<file path="src/rtl/cp0_pkg.sv">
//------------------------------------------------------------------------------
// cp0_pkg : shared CP0 register numbers, ExcCodes, bit positions, write masks
// Revision: 1.0
//------------------------------------------------------------------------------
`default_nettype none

package cp0_pkg;

    localparam logic [4:0] CP0_BADVADDR = 5'd8;
    localparam logic [4:0] CP0_COUNT    = 5'd9;
    localparam logic [4:0] CP0_COMPARE  = 5'd11;
    localparam logic [4:0] CP0_STATUS   = 5'd12;
    localparam logic [4:0] CP0_CAUSE    = 5'd13;
    localparam logic [4:0] CP0_EPC      = 5'd14;

    typedef enum logic [4:0] {
        EXC_INT  = 5'd0,
        EXC_ADEL = 5'd4,
        EXC_ADES = 5'd5,
        EXC_SYS  = 5'd8,
        EXC_BP   = 5'd9,
        EXC_RI   = 5'd10,
        EXC_OV   = 5'd12
    } exc_code_e;

    localparam int STATUS_IE    = 0;
    localparam int STATUS_EXL   = 1;
    localparam int STATUS_IM_LO = 8;
    localparam int CAUSE_EXC_LO = 2;
    localparam int CAUSE_IP_LO  = 8;
    localparam int CAUSE_TI     = 30;
    localparam int CAUSE_BD     = 31;

    localparam logic [31:0] STATUS_WMASK = 32'h0000_FF03;
    localparam logic [31:0] CAUSE_WMASK  = 32'h0000_0300;

    // Only address-error exceptions carry a meaningful bad virtual address.
    function automatic logic is_addr_exc(input logic [4:0] code);
        return (code == EXC_ADEL) || (code == EXC_ADES);
    endfunction

endpackage

`default_nettype wire

</file>
<file path="src/rtl/cp0_regfile_if.sv">
//------------------------------------------------------------------------------
// cp0_regfile_if : pipeline <-> CP0 bundle (mtc0/mfc0, exceptions, status out)
// Revision: 1.0
//------------------------------------------------------------------------------
`default_nettype none

interface cp0_regfile_if;
    logic        cp0_we;
    logic [4:0]  cp0_waddr;
    logic [31:0] cp0_wdata;
    logic [4:0]  cp0_raddr;
    logic [31:0] cp0_rdata;
    logic [5:0]  hw_int;
    logic        exc_valid;
    logic [4:0]  exc_code;
    logic [31:0] exc_pc;
    logic        exc_bd;
    logic [31:0] exc_badvaddr;
    logic        eret;
    logic [31:0] status_o;
    logic [31:0] cause_o;
    logic [31:0] epc_o;
    logic        int_req;

    modport master (
        output cp0_we, cp0_waddr, cp0_wdata, cp0_raddr, hw_int,
               exc_valid, exc_code, exc_pc, exc_bd, exc_badvaddr, eret,
        input  cp0_rdata, status_o, cause_o, epc_o, int_req
    );

    modport slave (
        input  cp0_we, cp0_waddr, cp0_wdata, cp0_raddr, hw_int,
               exc_valid, exc_code, exc_pc, exc_bd, exc_badvaddr, eret,
        output cp0_rdata, status_o, cause_o, epc_o, int_req
    );
endinterface

`default_nettype wire

</file>
<file path="src/rtl/cp0_timer.sv">
//------------------------------------------------------------------------------
// cp0_timer : clock divider, Count/Compare registers and timer interrupt (TI)
// Revision: 1.0
//------------------------------------------------------------------------------
`default_nettype none

module cp0_timer #(
    parameter int unsigned COUNT_DIV = 1
) (
    input  wire logic        clk,
    input  wire logic        rst,
    input  wire logic        count_we,
    input  wire logic        compare_we,
    input  wire logic [31:0] wdata,
    output logic      [31:0] count,
    output logic      [31:0] compare,
    output logic             ti
);

    logic        w_tick;
    logic [31:0] r_count;
    logic [31:0] r_compare;
    logic        r_ti;

    generate
        if (COUNT_DIV == 0) begin : g_div_none
            assign w_tick = 1'b1;
        end else begin : g_div_on
            logic [COUNT_DIV-1:0] r_div;

            always_ff @(posedge clk or negedge rst) begin
                if (!rst) begin
                    r_div <= '0;
                end else begin
                    r_div <= r_div + 1'b1;
                end
            end

            assign w_tick = &r_div;
        end
    endgenerate

    // Match is judged on the Count value held before this cycle's update.
    always_ff @(posedge clk or negedge rst) begin
        if (!rst) begin
            r_count   <= '0;
            r_compare <= '0;
            r_ti      <= 1'b0;
        end else begin
            if (count_we) begin
                r_count <= wdata;
            end else if (w_tick) begin
                r_count <= r_count + 32'd1;
            end

            if (compare_we) begin
                r_compare <= wdata;
            end

            if (compare_we) begin
                r_ti <= 1'b0;
            end else if (w_tick && (r_count == r_compare)) begin
                r_ti <= 1'b1;
            end
        end
    end

    assign count   = r_count;
    assign compare = r_compare;
    assign ti      = r_ti;

endmodule

`default_nettype wire

</file>
<file path="src/rtl/cp0_regfile.sv">
//------------------------------------------------------------------------------
// cp0_regfile : MIPS32 CP0 registers, exception/ERET tracking, interrupt request
// Optional macro CP0_TIMER_EN adds the Count/Compare timer.  Revision: 1.0
//------------------------------------------------------------------------------
`default_nettype none

module cp0_regfile
    import cp0_pkg::*;
#(
    parameter int unsigned COUNT_DIV  = 1,
    parameter logic [31:0] STATUS_RST = 32'h1040_0000
) (
    input  wire logic  clk,
    input  wire logic  rst,
    cp0_regfile_if.slave bus
);

    logic [31:0] r_status;
    logic [31:0] r_epc;
    logic [31:0] r_badvaddr;
    logic        r_bd;
    logic [4:0]  r_exccode;
    logic [1:0]  r_ip_sw;
    logic [5:0]  r_hw;
    logic        r_int_req;

    logic [31:0] w_count;
    logic [31:0] w_compare;
    logic        w_ti;
    logic [31:0] w_cause;
    logic [31:0] w_rdata;

    logic        w_wr_status;
    logic        w_wr_cause;
    logic        w_wr_epc;
    logic        w_wr_count;
    logic        w_wr_compare;

    assign w_wr_status  = bus.cp0_we && (bus.cp0_waddr == CP0_STATUS);
    assign w_wr_cause   = bus.cp0_we && (bus.cp0_waddr == CP0_CAUSE);
    assign w_wr_epc     = bus.cp0_we && (bus.cp0_waddr == CP0_EPC);
    assign w_wr_count   = bus.cp0_we && (bus.cp0_waddr == CP0_COUNT);
    assign w_wr_compare = bus.cp0_we && (bus.cp0_waddr == CP0_COMPARE);

`ifdef CP0_TIMER_EN
    cp0_timer #(
        .COUNT_DIV (COUNT_DIV)
    ) u_timer (
        .clk        (clk),
        .rst        (rst),
        .count_we   (w_wr_count),
        .compare_we (w_wr_compare),
        .wdata      (bus.cp0_wdata),
        .count      (w_count),
        .compare    (w_compare),
        .ti         (w_ti)
    );
`else
    // COUNT_DIV has no effect without the timer; all timer state reads zero.
    assign w_count   = 32'(COUNT_DIV) & 32'h0;
    assign w_compare = '0;
    assign w_ti      = 1'b0;
`endif

    // Field priority: exception over ERET over mtc0 (later NBAs win).
    always_ff @(posedge clk or negedge rst) begin
        if (!rst) begin
            r_status <= STATUS_RST;
        end else begin
            if (w_wr_status) begin
                r_status <= (r_status & ~STATUS_WMASK) | (bus.cp0_wdata & STATUS_WMASK);
            end
            if (bus.eret) begin
                r_status[STATUS_EXL] <= 1'b0;
            end
            if (bus.exc_valid) begin
                r_status[STATUS_EXL] <= 1'b1;
            end
        end
    end

    always_ff @(posedge clk or negedge rst) begin
        if (!rst) begin
            r_epc      <= '0;
            r_bd       <= 1'b0;
            r_exccode  <= '0;
            r_badvaddr <= '0;
        end else begin
            if (bus.exc_valid) begin
                // A nested exception keeps the EPC/BD of the outer one.
                if (!r_status[STATUS_EXL]) begin
                    r_epc <= bus.exc_bd ? (bus.exc_pc - 32'd4) : bus.exc_pc;
                    r_bd  <= bus.exc_bd;
                end
                r_exccode <= bus.exc_code;
                if (is_addr_exc(bus.exc_code)) begin
                    r_badvaddr <= bus.exc_badvaddr;
                end
            end else if (w_wr_epc) begin
                r_epc <= bus.cp0_wdata;
            end
        end
    end

    always_ff @(posedge clk or negedge rst) begin
        if (!rst) begin
            r_ip_sw <= '0;
            r_hw    <= '0;
        end else begin
            r_hw <= bus.hw_int;
            if (w_wr_cause) begin
                r_ip_sw <= bus.cp0_wdata[9:8];
            end
        end
    end

    assign w_cause = {r_bd, w_ti, 14'b0, r_hw[5] | w_ti, r_hw[4:0],
                      r_ip_sw, 1'b0, r_exccode, 2'b00};

    always_ff @(posedge clk or negedge rst) begin
        if (!rst) begin
            r_int_req <= 1'b0;
        end else begin
            r_int_req <= r_status[STATUS_IE] & ~r_status[STATUS_EXL]
                         & (|(w_cause[15:8] & r_status[15:8]));
        end
    end

    always_comb begin
        w_rdata = '0;
        case (bus.cp0_raddr)
            CP0_BADVADDR: w_rdata = r_badvaddr;
            CP0_COUNT:    w_rdata = w_count;
            CP0_COMPARE:  w_rdata = w_compare;
            CP0_STATUS:   w_rdata = r_status;
            CP0_CAUSE:    w_rdata = w_cause;
            CP0_EPC:      w_rdata = r_epc;
            default:      w_rdata = '0;
        endcase
    end

    assign bus.cp0_rdata = w_rdata;
    assign bus.status_o  = r_status;
    assign bus.cause_o   = w_cause;
    assign bus.epc_o     = r_epc;
    assign bus.int_req   = r_int_req;

endmodule

`default_nettype wire

</file>
<file path="src/flat_wrapper.sv">
// flat-port wrapper written by rule: the top's interface ports become plain ports
module cp0_regfile_flat import cp0_pkg::*;
#(
    parameter int unsigned COUNT_DIV  = 1,
    parameter logic [31:0] STATUS_RST = 32'h1040_0000
)
  (clk, rst, bus_cp0_we, bus_cp0_waddr, bus_cp0_wdata, bus_cp0_raddr, bus_hw_int, bus_exc_valid, bus_exc_code, bus_exc_pc, bus_exc_bd, bus_exc_badvaddr, bus_eret, bus_cp0_rdata, bus_status_o, bus_cause_o, bus_epc_o, bus_int_req);
  cp0_regfile_if bus_i ();
  input  wire logic clk;
  input  wire logic rst;
  input wire logic [$bits(bus_i.cp0_we)-1:0] bus_cp0_we;
  input wire logic [$bits(bus_i.cp0_waddr)-1:0] bus_cp0_waddr;
  input wire logic [$bits(bus_i.cp0_wdata)-1:0] bus_cp0_wdata;
  input wire logic [$bits(bus_i.cp0_raddr)-1:0] bus_cp0_raddr;
  input wire logic [$bits(bus_i.hw_int)-1:0] bus_hw_int;
  input wire logic [$bits(bus_i.exc_valid)-1:0] bus_exc_valid;
  input wire logic [$bits(bus_i.exc_code)-1:0] bus_exc_code;
  input wire logic [$bits(bus_i.exc_pc)-1:0] bus_exc_pc;
  input wire logic [$bits(bus_i.exc_bd)-1:0] bus_exc_bd;
  input wire logic [$bits(bus_i.exc_badvaddr)-1:0] bus_exc_badvaddr;
  input wire logic [$bits(bus_i.eret)-1:0] bus_eret;
  output wire logic [$bits(bus_i.cp0_rdata)-1:0] bus_cp0_rdata;
  output wire logic [$bits(bus_i.status_o)-1:0] bus_status_o;
  output wire logic [$bits(bus_i.cause_o)-1:0] bus_cause_o;
  output wire logic [$bits(bus_i.epc_o)-1:0] bus_epc_o;
  output wire logic [$bits(bus_i.int_req)-1:0] bus_int_req;
  assign bus_i.cp0_we = bus_cp0_we;
  assign bus_i.cp0_waddr = bus_cp0_waddr;
  assign bus_i.cp0_wdata = bus_cp0_wdata;
  assign bus_i.cp0_raddr = bus_cp0_raddr;
  assign bus_i.hw_int = bus_hw_int;
  assign bus_i.exc_valid = bus_exc_valid;
  assign bus_i.exc_code = bus_exc_code;
  assign bus_i.exc_pc = bus_exc_pc;
  assign bus_i.exc_bd = bus_exc_bd;
  assign bus_i.exc_badvaddr = bus_exc_badvaddr;
  assign bus_i.eret = bus_eret;
  assign bus_cp0_rdata = bus_i.cp0_rdata;
  assign bus_status_o = bus_i.status_o;
  assign bus_cause_o = bus_i.cause_o;
  assign bus_epc_o = bus_i.epc_o;
  assign bus_int_req = bus_i.int_req;
  cp0_regfile #(.COUNT_DIV(COUNT_DIV), .STATUS_RST(STATUS_RST)) u_core (.clk(clk), .rst(rst), .bus(bus_i));
endmodule
</file>
<file path="config.mk">
export PLATFORM = sky130hd
export DESIGN_NAME = cp0_regfile_flat
export DESIGN_NICKNAME = d
export VERILOG_FILES = /design/src/rtl/cp0_pkg.sv /design/src/rtl/cp0_regfile_if.sv /design/src/rtl/cp0_timer.sv /design/src/rtl/cp0_regfile.sv /design/src/flat_wrapper.sv
export SDC_FILE = /design/constraint.sdc
export NUM_CORES = 1
export LEC_CHECK = 0
export ABC_AREA = 1
export BUFFER_PORTS_ARGS = -buffer_cell sky130_fd_sc_hd__buf_2
export CAP_MARGIN = 10
export CORE_MARGIN = 2
export CORE_UTILIZATION = 48
export CTS_CLUSTER_DIAMETER = 150
export CTS_CLUSTER_SIZE = 14
export DETAILED_ROUTE_END_ITERATION = 8
export HOLD_SLACK_MARGIN = 0.06
export PLACE_DENSITY_LB_ADDON = 0.15
export SYNTH_ARGS = -nofsm -noshare
export SYNTH_HDL_FRONTEND = slang
export SYNTH_SLANG_ARGS = --single-unit
</file>
<file path="constraint.sdc">
create_clock -name clk -period 2.75 [get_ports clk]
set_input_delay 0.825 -clock clk [delete_from_list [all_inputs] [get_ports clk]]
set_output_delay 0.825 -clock clk [all_outputs]
set_load 0.005 [all_outputs]
</file>
Word-level counts from Yosys, hierarchy flattened
Index checks and enable logic that the tools add are counted.
- register bits: 111
- input bits: 123
- output and inout bits: 129
- logic and storage cells: 43
- add/sub/neg operators: 1
- eq/ne operators: 10
- muxes and demuxes: 8
- bitwise operators: 5
- reductions and logical operators: 10
- operator list (kind ; count):
    $mux 32 ; 4
    $pmux 32 s4 ; 1
    $eq 5x4->1 const B ; 7
    $or 32x16->32 ; 1
    $sub 32x3->32 const B ; 1
    $eq 5x3->1 const B ; 2
    $and 8x8->8 ; 1
    $reduce_or 8->1 ; 1
    $reduce_and 2->1 ; 3
    $logic_and 1x1->1 ; 3
    $reduce_bool 3->1 ; 1
    $and 1x1->1 ; 2
    $mux 1 ; 2
    $mux 2 ; 1
    $ne 2x2->1 const B ; 1
    $reduce_bool 2->1 ; 1
    $logic_or 1x1->1 ; 1
    $not 1->1 ; 1

Logic depth before layout (Yosys ltp)
- word-level depth: 5
- gate-level depth with buffers: 13
- gate-level depth less buffers: 13

Least setup slack after synthesis
OpenSTA, ideal clock, no wires.
- path kind: input to output
- start point: in bus_cp0_raddr[0]
- end point: out bus_cp0_rdata[27]
- arrival time: 1.679 ns
- data required time: 1.925 ns
- path slack: 0.246 ns
- cell stages on the path: 5
- buffers on the path: 1
- cell sequence: nor2_1 > nand3_1 > nor2_1 > clkbuf_1 > a22o_1
- cells in the longest elaborated chain, start to end: 2
- elaborated cells between the ends (all ways): 5
- classes of those cells: eq/ne: 4; mux: 1
- RTL lines (element ; line ; RTL):
    start, declared ; flat_wrapper.sv:14 ; input wire logic [$bits(bus_i.cp0_raddr)-1:0] bus_cp0_raddr;
    $eq 5x4->1 ; cp0_regfile.sv:131 ; case (bus.cp0_raddr)
    $pmux 32 s4 * ; cp0_regfile.sv:131 ;
    end, declared ; flat_wrapper.sv:22 ; output wire logic [$bits(bus_i.cp0_rdata)-1:0] bus_cp0_rdata;
Mark *: on every way between the ends. The rest lies on a longest branch, timed or not.

Final worst setup path
- start point: in bus_cp0_raddr[4]
- end point: out bus_cp0_rdata[15]
Same word-level chain as after synthesis.

==> results.py <==
metrics = {
    "status": {
        "status": "completed",
    },
    "synthesis": {
        "async_flop_share_pct": 100,
        "yosysSeqAreaShare_pct": 40.1,
        "yosysMostFrequentCell": "nand2_1",
        "synth_top_family_by_area": "simple AND/OR/NAND/NOR gates",
        "syn_inst": 770,
        "yosysWarnings": 0,
        "ys_seq_elements": 89,
        "synth_area_leaders": "dfrtp_1 (40%), nand2_1 (16%), inv_1 (6.0%)",
        "avgSynthCellArea_um2": 7.21,
        "synthTopCellsByCount": "nand2_1 (237), dfrtp_1 (89), inv_1 (88)",
        "muxShareOfSynthArea_pct": 0.406,
        "synth_edf_count": 0,
        "synth.distinct_cells": 37,
        "yosys.area_share.simple_pct": 28.3,
        "synthFlopType": "dfrtp_1",
        "synthAdderAreaFrac_pct": 0.225,
        "synth.largest_area_cell": "dfrtp_1",
        "synthesis.area_um2": 5550,
        "netlist.area_leader.share_pct": 40.1,
        "synth_compound_area_share_pct": 15.1,
        "synth-xor-area-share_pct": 0.947,
    },
    "place": {
        "place_ws_ns": 0.0702,
        "io_buffers": 211,
        "gp_congestion": 0.951,
        "dp_hpwl_mm": 13.4,
    },
    "power_and_ir_drop": {
        "leakagePower_nw": 3.89,
        "cellPowerDensity_nw_per_um2": 532,
        "vdd_drop_max_v": 0.000341,
    },
    "floorplan": {
        "ios": 252,
        "dieArea_um2": 12400,
        "die_x_um": 112,
        "start_util_pct": 48.8,
        "die_h_um": 112,
        "rows": 39,
        "core_region_area_um2": 11400,
    },
    "global_routing": {
        "grt_pass1_vias": 4986,
        "grt_first_pass_wirelength_mm": 26.5,
        "grt_max_degree": 65,
        "track_usage_pct": 27.0,
        "grt_antenna_before_repair": 1,
        "overflow": 0,
    },
    "route": {
        "via_count": 5655,
        "drt_iter0_markers": 458,
        "dr.pass1.iters": 5,
        "drt_wl_total_mm": 17.3,
        "top_layer": "met4",
        "antenna_left": 0,
        "met2_length_mm": 7.73,
        "drc": 0,
        "wl_met3_mm": 1.20,
        "drt-met1-wl_mm": 7.88,
        "viasPerCell": 5.01,
        "wl_per_cell_um": 15.3,
    },
    "sta": {
        "max_freq_ghz": 0.370,
        "fin_crit_ns": 2.70,
        "clock_skew_ns": 0.00776,
        "setup_ws_ns": 0.0469,
        "tightest_slew_ns": 0.555,
        "hold_viol": 0,
        "slew-limit-headroom_pct": 63.0,
        "slew_viol_final": 0,
        "layout_worst_path_cycle_share_pct": 98.3,
        "setup_viol": 0,
    },
    "job": {
        "max_cap_violations": 0,
    },
    "clock_network": {
        "cts_buffer_depth": 2,
        "ctsHtreeMaxLevel": 3,
        "clk_latency_ns": 0.34,
        "clock_sinks": 89,
        "cts_buffers": 9,
        "clock-root-buffer": "clkbuf_16",
        "cts_tree": "yes",
        "path_clk_slew_ns": 0.07,
    },
    "final_layout": {
        "finalCoreUtilization_pct": 61.9,
        "drive_gt1_share_pct": 30.2,
        "final_nets": 1103,
        "area_growth_pct": 26.9,
    },
    "critical_path": {
        "r2r_cells": 8,
        "critical_path_depth": 9,
        "path_buf_inv": 4,
        "cpLargestDelayFamily": "buffers and inverters",
        "cp.arrival_ns": 1.88,
        "critPathMaxStageDelay_ns": 0.16,
        "critPathLaunch": "bus_cp0_raddr[4]",
        "critPathLaunchType": "input pin",
        "critPathMaxFanout": 8,
        "crit_end": "bus_cp0_rdata[15]",
        "critPathRequiredTime_ns": 1.93,
        "reg2reg_from": "u_core.bus.status_o[1]",
        "r2r_end": "u_core.bus.epc_o[16]",
        "path_class": "input pin to output port",
        "r2r_slack_ns": 1.26,
        "cp-end-kind": "output port",
        "slowest_stage": "buf_2",
        "cp_cell_sequence": "buf_4, nor2_4, nand3_2, nor2_4, buf_12, buf_12, nand2_1, o2111ai_1, buf_2",
    },
    "min_path": {
        "min_path_type": "input pin to async pin",
    },
}
==> power breakdown <==
group / internal (mW) / total, mW / switching (mW) / leakage (nW)
clock: 0.666 / 1.18 / 0.512 / 0.146
sequential: 1.54 / 1.77 / 0.223 / 1.10
combinational: 0.355 / 0.803 / 0.447 / 2.64
==> layout by cell type (no fill, tap or decap), types with 2 or more instances in the layout <==
master | synthesis | layout
nand2_1 | 237 | 236
buf_2 | 8 | 209
dfrtp_1 | 89 | 89
inv_1 | 88 | 88
nor2_1 | 85 | 83
conb_1 | 2 | 40
o21ai_0 | 35 | 35
o21ai_2 | 32 | 32
nand3_1 | 31 | 30
a21oi_1 | 26 | 26
nand4_1 | 20 | 20
buf_4 | 43 | 13
a22o_1 | 11 | 11
clkbuf_16 | 0 | 11
nor2_2 | 5 | 5
xor2_1 | 5 | 5
buf_12 | 0 | 5
o211ai_1 | 4 | 4
clkinv_4 | 0 | 4
o21bai_1 | 3 | 3
a31oi_1 | 3 | 3
nor2_4 | 0 | 2
nand2_2 | 1 | 2
a221o_1 | 2 | 2
a221oi_1 | 2 | 2
inv_2 | 2 | 2
nor3_1 | 3 | 2
o31ai_1 | 2 | 2
mux2_2 | 2 | 2
clkbuf_8 | 0 | 2
==> worst min-delay path by stage <==
stage          cells after the start  slack [ns]                   from               endpoint
2_1_floorplan                      2        0.46   u_core.r_badvaddr[0]   u_core.r_badvaddr[0]
3_3_place_gp                       2        0.47   u_core.r_badvaddr[3]   u_core.r_badvaddr[3]
3_5_place_dp                       2        0.47   u_core.r_badvaddr[5]   u_core.r_badvaddr[5]
4_1_cts                            1        0.48                    rst         u_core.r_hw[0]
5_1_grt                            2        0.50  u_core.r_badvaddr[24]  u_core.r_badvaddr[24]
6_report                           1        0.47                    rst         u_core.r_hw[0]
==> registers in the layout, summed over array words and instances, names as in the netlist <==
signal / count
u_core.bus.epc_o: 32
u_core.r_badvaddr: 32
u_core.bus.status_o: 10
u_core.r_hw: 6
u_core.r_exccode: 5
u_core.r_ip_sw: 2
u_core.bus.int_req: 1
u_core.r_bd: 1
==> layer usage <==
metal	global-route usage (%)	vias to the layer above
met2	40.2	247
met5	0	-
met4	9.55	0
li1	-	2792
met3	2.94	28
met1	40.9	2588
==> cell families (layout without fill, tap and decap cells) <==
family | Yosys count | count (layout)
compound gates | 124 | 124
xor+xnor | 6 | 6
fa+ha+maj | 1 | 1
buf+inv | 161 | 337
flops | 89 | 89
mux | 2 | 2
other cells | 2 | 41
simple gates | 385 | 385
==> repair_timing <==
action / CTS / global route
gates resized for setup: 0 / 9
hold endpoints to repair: 0 / 0
hold buffers: 0 / 0
setup buffers: 0 / 1
endpoints found under the setup margin: 0 / 6
==> final cells by class <==
type,count,area (um2)
inverter,91,342
tap,143,179
clock inverter,5,40.0
fill,1113,4330
timing repair buffer,230,1310
clock buffer,11,253
multi-input combinational,558,2700
antenna,1,2.50
sequential,89,2230
==> metrics by stage <==
step | cell area (um2) | TNS (ns) | total power [mW] | std cells | hold slack (ns)
finish | 7040 | 0 | 3.75 | 1128 | 0.471
CTS | 6920 | 0 | 3.76 | 1123 | 0.480
floorplan | 5690 | 0 | 2.15 | 808 | 0.455
global placement | 6630 | 0 | 2.56 | 1107 | 0.466
detailed placement | 6630 | 0 | 2.57 | 1107 | 0.468
global route | 7040 | -0.0123 | 3.96 | 1128 | 0.497
Note: power is estimated with default switching activity, not from simulation.
